[config.mk]
export PLATFORM = sky130hd
export DESIGN_NAME = fp16_acc_stream
export DESIGN_NICKNAME = d
export VERILOG_FILES = /design/src/rtl/fp16_pkg.sv /design/src/rtl/fp16_add_rne.sv /design/src/rtl/fp16_acc_stream.sv
export SDC_FILE = /design/constraint.sdc
export NUM_CORES = 1
export LEC_CHECK = 0
export ABC_AREA = 1
export BUFFER_PORTS_ARGS = -buffer_cell sky130_fd_sc_hd__buf_2
export CAP_MARGIN = 20
export CELL_PAD_IN_SITES_DETAIL_PLACEMENT = 0
export CELL_PAD_IN_SITES_GLOBAL_PLACEMENT = 2
export CORE_MARGIN = 5
export CORE_UTILIZATION = 32
export CTS_CLUSTER_DIAMETER = 60
export DETAILED_ROUTE_END_ITERATION = 10
export GPL_TIMING_DRIVEN = 0
export PLACE_DENSITY = 0.94
export SLEW_MARGIN = 40
export SYNTH_ARGS = -nofsm -noshare
export SYNTH_HDL_FRONTEND = slang
export SYNTH_SLANG_ARGS = --single-unit
export TNS_END_PERCENT = 100
[constraint.sdc]
create_clock -name clk -period 11.75 [get_ports clk]
set_input_delay 0.5875 -clock clk [delete_from_list [all_inputs] [get_ports clk]]
set_output_delay 0.5875 -clock clk [all_outputs]
set_load 0.02 [all_outputs]
[src/rtl/fp16_pkg.sv]
// Shared fp16 definitions.
// Contents:
//   - binary16 field widths and exponent bias
//   - canonical encodings: +0, +inf and the quiet NaN
//   - accumulator FSM state encoding
//   - a leading-one finder used during normalisation
package fp16_pkg;

  localparam int          FP16_EXP_W    = 5;
  localparam int          FP16_MAN_W    = 10;
  localparam int          FP16_BIAS     = 15;

  localparam logic [15:0] FP16_POS_ZERO = 16'h0000;
  localparam logic [15:0] FP16_POS_INF  = 16'h7C00;
  localparam logic [15:0] FP16_QNAN     = 16'h7E00;

  typedef enum logic [1:0] {
    IDLE = 2'd0,
    ACC  = 2'd1,
    DONE = 2'd2
  } acc_state_e;

  // Position of the most significant set bit; 0 when no bit is set.
  function automatic logic [3:0] lead_one(input logic [14:0] v);
    logic [3:0] pos;
    pos = 4'd0;
    for (int i = 0; i < 15; i++) begin
      pos = v[i] ? 4'(i) : pos;
    end
    return pos;
  endfunction

endpackage

[src/rtl/fp16_add_rne.sv]
// Combinational IEEE-754 binary16 adder with round-to-nearest-even.
// Subnormal operands are flushed to signed zero. A subnormal result is
// flushed to +0. Any NaN operand gives the canonical quiet NaN.
// Ports:
//   a, b : fp16 operands {sign, exp[4:0], mant[9:0]}
//   sum  : rounded fp16 sum
module fp16_add_rne
  import fp16_pkg::*;
(
  input  logic [15:0] a,
  input  logic [15:0] b,
  output logic [15:0] sum
);

  logic               a_nan_s, b_nan_s, a_inf_s, b_inf_s, a_zero_s, b_zero_s;
  logic               swap_s, eff_sub_s, round_up_s;
  logic [15:0]        big_s, small_s;
  logic [4:0]         diff_s;
  logic [29:0]        al_full_s;
  logic [13:0]        big_al_s, small_al_s, norm_s;
  logic [14:0]        raw_s;
  logic [3:0]         lead_s;
  logic signed [6:0]  exp_n_s, exp_r_s;
  logic [11:0]        man_r_s;
  logic [9:0]         frac_r_s;

  assign a_nan_s  = (a[14:10] == 5'h1F) && (a[9:0] != 10'h000);
  assign b_nan_s  = (b[14:10] == 5'h1F) && (b[9:0] != 10'h000);
  assign a_inf_s  = (a[14:10] == 5'h1F) && (a[9:0] == 10'h000);
  assign b_inf_s  = (b[14:10] == 5'h1F) && (b[9:0] == 10'h000);
  // Exponent zero covers both true zero and flushed subnormals.
  assign a_zero_s = (a[14:10] == 5'h00);
  assign b_zero_s = (b[14:10] == 5'h00);

  // Order by magnitude so the subtraction below never goes negative.
  assign swap_s    = (b[14:0] > a[14:0]);
  assign big_s     = swap_s ? b : a;
  assign small_s   = swap_s ? a : b;
  assign diff_s    = big_s[14:10] - small_s[14:10];
  assign eff_sub_s = big_s[15] ^ small_s[15];

  // Smaller significand is shifted in a 30-bit window. The top 14 bits
  // carry mantissa+G+R; every bit that falls below is OR-ed into sticky.
  assign al_full_s  = {1'b1, small_s[9:0], 19'h00000} >> diff_s;
  assign big_al_s   = {1'b1, big_s[9:0], 3'b000};
  assign small_al_s = {al_full_s[29:17], al_full_s[16] | (|al_full_s[15:0])};
  assign raw_s      = eff_sub_s ? ({1'b0, big_al_s} - {1'b0, small_al_s})
                                : ({1'b0, big_al_s} + {1'b0, small_al_s});
  assign lead_s     = lead_one(raw_s);

  // Normalise so the hidden one sits at bit 13, then round to nearest even
  always_comb begin
    exp_n_s = $signed({2'b00, big_s[14:10]}) + $signed({3'b000, lead_s}) - 7'sd13;
    if (lead_s == 4'd14) begin
      norm_s = {raw_s[14:2], raw_s[1] | raw_s[0]};
    end else begin
      norm_s = raw_s[13:0] << (4'd13 - lead_s);
    end
    round_up_s = norm_s[2] & (norm_s[1] | norm_s[0] | norm_s[3]);
    man_r_s    = {1'b0, norm_s[13:3]} + {11'h000, round_up_s};
    // A carry out of rounding leaves an all-zero fraction one binade up.
    if (man_r_s[11]) begin
      exp_r_s  = exp_n_s + 7'sd1;
      frac_r_s = man_r_s[10:1];
    end else begin
      exp_r_s  = exp_n_s;
      frac_r_s = man_r_s[9:0];
    end
  end

  // Special-case priority: NaN, infinities, zeros, then the rounded datapath
  always_comb begin
    sum = FP16_POS_ZERO;
    if (a_nan_s || b_nan_s) begin
      sum = FP16_QNAN;
    end else if (a_inf_s && b_inf_s) begin
      sum = (a[15] == b[15]) ? a : FP16_QNAN;
    end else if (a_inf_s) begin
      sum = a;
    end else if (b_inf_s) begin
      sum = b;
    end else if (a_zero_s && b_zero_s) begin
      sum = {a[15] & b[15], 15'h0000};
    end else if (a_zero_s) begin
      sum = b;
    end else if (b_zero_s) begin
      sum = a;
    end else if (raw_s == 15'h0000) begin
      sum = FP16_POS_ZERO;
    end else if (exp_r_s >= 7'sd31) begin
      sum = {big_s[15], FP16_POS_INF[14:0]};
    end else if (exp_r_s <= 7'sd0) begin
      sum = FP16_POS_ZERO;
    end else begin
      sum = {big_s[15], exp_r_s[4:0], frac_r_s};
    end
  end

endmodule

[src/rtl/fp16_acc_stream.sv]
// Per-frame fp16 accumulator on a valid/ready stream.
// Each frame (terminated by s_last) is summed into one fp16 value. The
// sum is presented with the saturating element count on the m_* side.
// Ports:
//   clk, rst_n            : clock, synchronous active-low reset
//   s_valid/s_ready       : input beat handshake
//   s_data, s_last        : fp16 operand, end-of-frame marker
//   m_valid/m_ready       : result handshake
//   m_data, m_count       : frame sum, number of beats in the frame
module fp16_acc_stream
  import fp16_pkg::*;
#(
  parameter int CNT_W = 16
) (
  input  logic             clk,
  input  logic             rst_n,
  input  logic             s_valid,
  output logic             s_ready,
  input  logic [15:0]      s_data,
  input  logic             s_last,
  output logic             m_valid,
  input  logic             m_ready,
  output logic [15:0]      m_data,
  output logic [CNT_W-1:0] m_count
);

  localparam logic [CNT_W-1:0] CNT_ZERO = {CNT_W{1'b0}};
  localparam logic [CNT_W-1:0] CNT_ONE  = CNT_W'(1);
  localparam logic [CNT_W-1:0] CNT_MAX  = {CNT_W{1'b1}};

  acc_state_e       state_r, state_s;
  logic [15:0]      acc_r, acc_s, add_a_s, sum_s;
  logic [CNT_W-1:0] cnt_r, cnt_s;
  logic             s_ready_r, m_valid_r, beat_s;

  assign beat_s  = s_valid & s_ready_r;
  // First beat of a frame is added to +0 so that -0 is canonicalised.
  assign add_a_s = (state_r == ACC) ? acc_r : FP16_POS_ZERO;

  fp16_add_rne u_add (
    .a   (add_a_s),
    .b   (s_data),
    .sum (sum_s)
  );

  // Next-state, accumulator and counter update
  always_comb begin
    state_s = state_r;
    acc_s   = acc_r;
    cnt_s   = cnt_r;
    case (state_r)
      IDLE: begin
        if (beat_s) begin
          acc_s   = sum_s;
          cnt_s   = CNT_ONE;
          state_s = s_last ? DONE : ACC;
        end else begin
          state_s = IDLE;
        end
      end
      ACC: begin
        if (beat_s) begin
          acc_s   = sum_s;
          cnt_s   = (cnt_r == CNT_MAX) ? cnt_r : cnt_r + CNT_ONE;
          state_s = s_last ? DONE : ACC;
        end else begin
          state_s = ACC;
        end
      end
      DONE: begin
        if (m_ready) begin
          acc_s   = FP16_POS_ZERO;
          cnt_s   = CNT_ZERO;
          state_s = IDLE;
        end else begin
          state_s = DONE;
        end
      end
      default: begin
        acc_s   = FP16_POS_ZERO;
        cnt_s   = CNT_ZERO;
        state_s = IDLE;
      end
    endcase
  end

  // State, accumulator, counter and registered handshake flags
  always_ff @(posedge clk) begin
    if (!rst_n) begin
      state_r   <= IDLE;
      acc_r     <= FP16_POS_ZERO;
      cnt_r     <= CNT_ZERO;
      s_ready_r <= 1'b0;
      m_valid_r <= 1'b0;
    end else begin
      state_r   <= state_s;
      acc_r     <= acc_s;
      cnt_r     <= cnt_s;
      s_ready_r <= (state_s != DONE);
      m_valid_r <= (state_s == DONE);
    end
  end

  assign s_ready = s_ready_r;
  assign m_valid = m_valid_r;
  assign m_data  = acc_r;
  assign m_count = cnt_r;

endmodule

# After elaboration in Yosys (flattened, before gate mapping)
# Index checks and enable logic that the tools add are counted.
# op_classes
n_reduce_logical	19
n_eq_ne	14
n_shift	2
order_cmp	3
n_mux	44
addsub	9
bitwise	8
# op_table
cell	n
2-to-1 mux 16 bit	19
2-to-1 mux 4 bit	13
case mux 16 bit (3 select lines)	1
case mux 16 bit (2 select lines)	1
right shift 30 x 5 -> 30 bit	1
zero test 10 bit	2
nonzero test 10 bit	2
adder 16 x 1 -> 16 bit, second input constant	1
== test 16 bit, second input constant	1
OR reduction 16 bit	1
adder 14 x 14 -> 15 bit	1
> comparator 15 bit	1
zero test 15 bit	1
2-to-1 mux 15 bit	1
subtractor 14 x 14 -> 15 bit	1
2-to-1 mux 14 bit	1
<< shifter 14 x 4 -> 14 bit	1
adder 11 x 1 -> 12 bit	1
== test 5 bit, second input constant	2
zero test 5 bit	2
2-to-1 mux 10 bit	1
inequality test 2 bit, second input constant	5
2-to-1 mux 2 bit	4
adder 7 x 2 -> 7 bit, second input constant	1
23 further kinds	34
# word_totals
elab_cells	104
ff_bits	36
output_inout_bits	34
input_bits	21

# Longest topological paths before layout
# depth
word_depth	45
depth_mapped	77
ltp_nobuf	74

# By module
# A second synthesis with hierarchy kept.
# unflattened
hier_cells	1346
hier_area_um2	7367.1
# modules_own_cells
mod	n_inst	area_each_um2	cells_per_inst	seq_area_each_um2
fp16_add_rne	1	5499.0	1088	0.0
fp16_acc_stream	1	1868.0	258	720.7

# Worst setup path before layout
# Ideal clock, no wire load.
# synth_timing
path_type	reg-to-reg
start	register state_r[1]
end	register acc_r[12], in the netlist m_data[12]
path_slack_ps	3270
path_buffers	6
arrival_time_ps	8350
setup_ps	131
required_ps	11619
stages_incl_launch_ff	73
period_less_slack_ps	8480
cell_sequence	dfxtp_1 > clkbuf_1 > nor2_2 > buf_2 > nand2_1 > ha_1 > nand2_1 > nor2_2 > inv_2 > nor2_4 > nand4_4 > nand2_4 > nand2_1 > nand2_1 > nand2_1 > ha_1 > clkbuf_1 > inv_1 > (+37 left out) > nor2_1 > nand2_1 > nand2_1 > nand3_1 > nor2_4 > nand3_1 > nand2_1 > nand2_1 > nor2_1 > nand2_4 > nand2_4 > nor2_1 > nand2_1 > nand2_1 > nand2_1 > nand3_1 > nand2_1 > a21oi_2
# synth_between
elab_chain_cells	45
word_cells_on_any_way	72
cone_classes	add/sub (8); order compare (3); eq/ne (7); shift (2); mux (33); bitwise (6); reduce/logical (13)
# synth_lines
item	line	rtl
from (decl)	fp16_acc_stream.sv:31	acc_state_e state_r, state_s;
from (signal assigned)	fp16_acc_stream.sv:96	state_r <= state_s;
== test 2 x 1 -> 1 bit	fp16_acc_stream.sv:38, fp16_acc_stream.sv:51	
2-to-1 mux 16 bit	fp16_acc_stream.sv:38	assign add_a_s = (state_r == ACC) ? acc_r : FP16_POS_ZERO;
> comparator 15 bit	fp16_add_rne.sv:36	assign swap_s = (b[14:0] > a[14:0]);
2-to-1 mux 16 bit, on equally long branches	fp16_add_rne.sv:37, fp16_add_rne.sv:38	
subtractor 5 bit	fp16_add_rne.sv:39	assign diff_s = big_s[14:10] - small_s[14:10];
right shift 30 x 5 -> 30 bit	fp16_add_rne.sv:44	assign al_full_s = {1'b1, small_s[9:0], 19'h00000} >> diff_s;
OR reduction 16 bit	fp16_add_rne.sv:46	assign small_al_s = {al_full_s[29:17], al_full_s[16] | (|al_full_s[15:0])};
bitwise OR 1 bit	fp16_add_rne.sv:46	
(+29 left out)	n/a	
2-to-1 mux 16 bit	fp16_add_rne.sv:84	end else if (a_zero_s) begin
2-to-1 mux 16 bit	fp16_add_rne.sv:82	end else if (a_zero_s && b_zero_s) begin
2-to-1 mux 16 bit	fp16_add_rne.sv:80	end else if (b_inf_s) begin
2-to-1 mux 16 bit	fp16_add_rne.sv:78	end else if (a_inf_s) begin
2-to-1 mux 16 bit	fp16_add_rne.sv:76	end else if (a_inf_s && b_inf_s) begin
2-to-1 mux 16 bit	fp16_add_rne.sv:74	if (a_nan_s || b_nan_s) begin
2-to-1 mux 16 bit	fp16_acc_stream.sv:53, fp16_acc_stream.sv:62	
case mux 16 bit (2 select lines)	fp16_acc_stream.sv:51	case (state_r)
to (signal assigned)	fp16_acc_stream.sv:97	acc_r <= acc_s;
to (decl)	fp16_acc_stream.sv:32	logic [15:0] acc_r, acc_s, add_a_s, sum_s;
# Parallel ways exist; a longest one is shown, timed or not. The select of a mux whose other input is x is not followed.
# A chain may end at the register's enable or synchronous reset.

# Final worst setup path
# layout_timing
start	register state_r[1]
end	register acc_r[11], in the netlist m_data[11]
# The elaborated chain is that of the path after synthesis.

==> results.md <==
* Worst vdd ir at 97.4 uV
* Worst setup SP type: flop
* Layout area overhead at 11.2%
* Seq/Total Area, Yosys at 0.104
* CTS Buf Count at 5
* Gr ovfl total at 0
* Wirelength per Cell at 15.1 um
* Post-CTS Repair Setup Buffers at 0
* Pin count of the biggest net entering global routing at 12
* FF-to-FF path depth at 65
* Syn_nets at around 1,300
* Max_cap viols at 0
* Static Leak at between 4 and 5 nW
* PortBufs at between 50 and 60
* Crit path from: state_r[1]
* Final setup viols at 0
* Dominant cells by area after synthesis: nand2_1 (22%), nand3_1 (13%), dfxtp_1 (10%)
* DIE AREA at roughly 25,000 um^2
* Post-synth top flop: dfxtp_1
* H-tree depth at 2
* Post-synthesis async set-or-reset flop share at 0
* CP Capture Point: m_data[11]
* Setup TNS at 0 ns
* RD Place Congestion at around 0.95
* WS Path Type: reg -> reg
* Die Width at approximately 160 um
* Cells after synthesis at 1,269
* Total GRT Usage at 0.195
* Crit path largest cell delay at slightly above 0.5 ns
* Inserted Diodes at 0
* Post-Syn Area per Cell at about 5.5 um^2
* WP buf/inv at 13
* Clk buf depth at 2
* Power Dens Cells at about 140 nW/um^2
* Final Hold Vio Count at 0
* First-pass GRT wire length at just under 40,000 um
* Total power at ~1.0 mW
* Via count at ~8,200
* Hold WC Path Type: reg -> reg
* Synth Cell Area at between 6000 and 7000 um^2
* Post-route ant nets at 0
* FMAX at approximately 0.094 GHz
* RR Endpoint: m_data[11]
* CTS tree: yes
* Rel. slew slack at 0.506
* DP HPWL at 20,100 um
* Top delay family on crit path: simple AND/OR/NAND/NOR gates
* FF-to-FF setup slack at 1.17 ns
* Root Buffer: clkbuf_16
* Reg clk slew, reported paths at 0.06 ns
* Final period utilization at 0.901
* Drt first pass iters at 5
* YS warnings at 0
* CTS resizes at 0
* Most used cell, CP: nand2_1
* Ports at 55
* Layout cells sized above 1 at 0.122
* Minimum clock period at approximately 11 ns
* Crit-path slowest cell: ha_1
* Final Slew Violations at 0
* Skew-Pair Late Insertion Delay at around 0.28 ns
* # rows at 53
* Initial antenna violation count at 0
* Iter 0 DRT Violations at between 800 and 900
* Commonest cells post-synth: nand2_1 (414), nand3_1 (179), inv_1 (162), a21oi_1 (81), nor2_1 (76)
* Drt drc at 0
* Final #Nets at ~1,400
* Number of global-route vias before repair at 7,688
* Critical path peak fanout at 11
* RSZ-0062 raised after global routing: false
* Yosys top cell area share at 0.224
* Initial Utilization at 0.328
* Synth cell types at 57
* Crit path capture type: flop
* Die Y at approximately 160 um
* Clock Sinks at 36
* Crit path DAT at about 11 ns
* # hold bufs at CTS at 0
* Crit. path cell count at between 60 and 70
* Via/cell ratio at 5.14
* CORE AREA at approximately 21,000 um^2
* Final core utilization at 0.365
* WL final at 24,200 um
* Number of synthesized flops with an enable pin at 0
* Layout Skew at ~0.0043 ns
* Run status: finished clean
* Worst Tran Pin Value at 0.734 ns
* Fin Hold WS at between 0.4 and 0.5 ns
* Most numerous cell in the Yosys netlist: nand2_1
* Reg-to-Reg Start: state_r[1]
* Synth area leader: nand2_1
* Critical Path RT at about 12 ns
* Number of synthesized register bits at 36
-- layout by cell type, fill, tap and decap left out, types with 3 or more instances in the layout --
master,Yosys,routed
o211ai_1,4,4
xor2_1,10,10
o22ai_1,3,3
buf_6,7,7
inv_2,6,6
a31oi_1,5,5
a21oi_1,81,81
or2_2,4,4
nor2_4,6,6
dfxtp_1,36,36
nor2_2,7,7
nand3_2,7,7
o21ai_1,9,9
nor4_1,6,6
o31ai_1,4,4
nand2_1,414,414
nand4_1,24,24
ha_1,46,46
clkbuf_16,0,5
buf_1,4,4
nor2_1,76,76
nand3_1,179,179
nand2_2,27,27
a211oi_1,4,4
nor3_1,19,19
buf_2,9,63
nand2_4,8,8
inv_1,162,162
o21ai_2,4,4
o21ai_0,47,47
a21oi_2,3,3
xnor2_1,4,4
clkbuf_1,14,13
-- area by class of cell --
cell class,instances,area [um^2]
repair buffers,54,270
plain buffers,35,204
well taps,275,344
fillers,2413,13400
multi-input cells,1028,5380
flip-flops and latches,36,721
inverters,169,638
clock buffers,6,129
clock inverters,2,35.0
-- worst min path at each step --
stage	from	endpoint	slack [ns]	cells after the start
after CTS	m_data[1]	m_data[1]	0.49	2
after global routing	m_data[8]	m_data[8]	0.51	2
final	m_data[8]	m_data[8]	0.48	2
after detailed placement	m_data[3]	m_data[3]	0.47	2
after floorplan	state_r[0]	state_r[0]	0.50	2
after global placement	m_data[6]	m_data[6]	0.47	2
-- metal layers --
metal | up-vias | share of wire | global-route usage | wire (um)
met3 | 37 | 0.048 | 0.0214 | 1170
met5 | - | 0 | 0 | 0
met1 | 3661 | 0.49 | 0.274 | 11900
met2 | 256 | 0.44 | 0.320 | 10700
li1 | 4294 | - | - | -
met4 | 0 | 0.020 | 0.0434 | 475
-- per-stage QoR --
stage / worst slack, ns / cells / area [um^2]
6_report: 1.17 / 1605 / 7720
5_1_grt: 0.00895 / 1605 / 7720
4_1_cts: 0.884 / 1606 / 7710
3_5_place_dp: 0.926 / 1598 / 7550
3_3_place_gp: 0.828 / 1598 / 7550
2_1_floorplan: 3.27 / 1269 / 6940
-- report_power, final --
group | switching (mW) | total [mW] | internal [mW]
Clock | 0.0495 | 0.149 | 0.0997
Combinational | 0.520 | 0.765 | 0.245
Sequential | 0.00436 | 0.132 | 0.128
Total | 0.574 | 1.05 | 0.473
-- state kept, by name (all words and copies together), names as in the netlist --
signal and count:
state_r 2, s_ready 1, m_valid 1, m_count 16
m_data 16
-- logic make-up after synthesis --
kind of cell | synth area share
AO/OA/AOI/OAI | 0.148
buffers and inverters | 0.121
AND/OR/NAND/NOR | 0.518
adder cells (fa/ha/maj) | 0.0887
flip-flops | 0.104
XOR/XNOR | 0.0200
-- worst register-to-register path, delay by kind of cell, from the launching register on --
family	cells	cell delay, ns
AOI/OAI and AO/OA	9	1.56
adders and majority gates	4	1.61
buffers and inverters	13	2.27
DFF	1	0.29
and+or+nand+nor	39	4.82
Power figures use the tool's default switching activity.
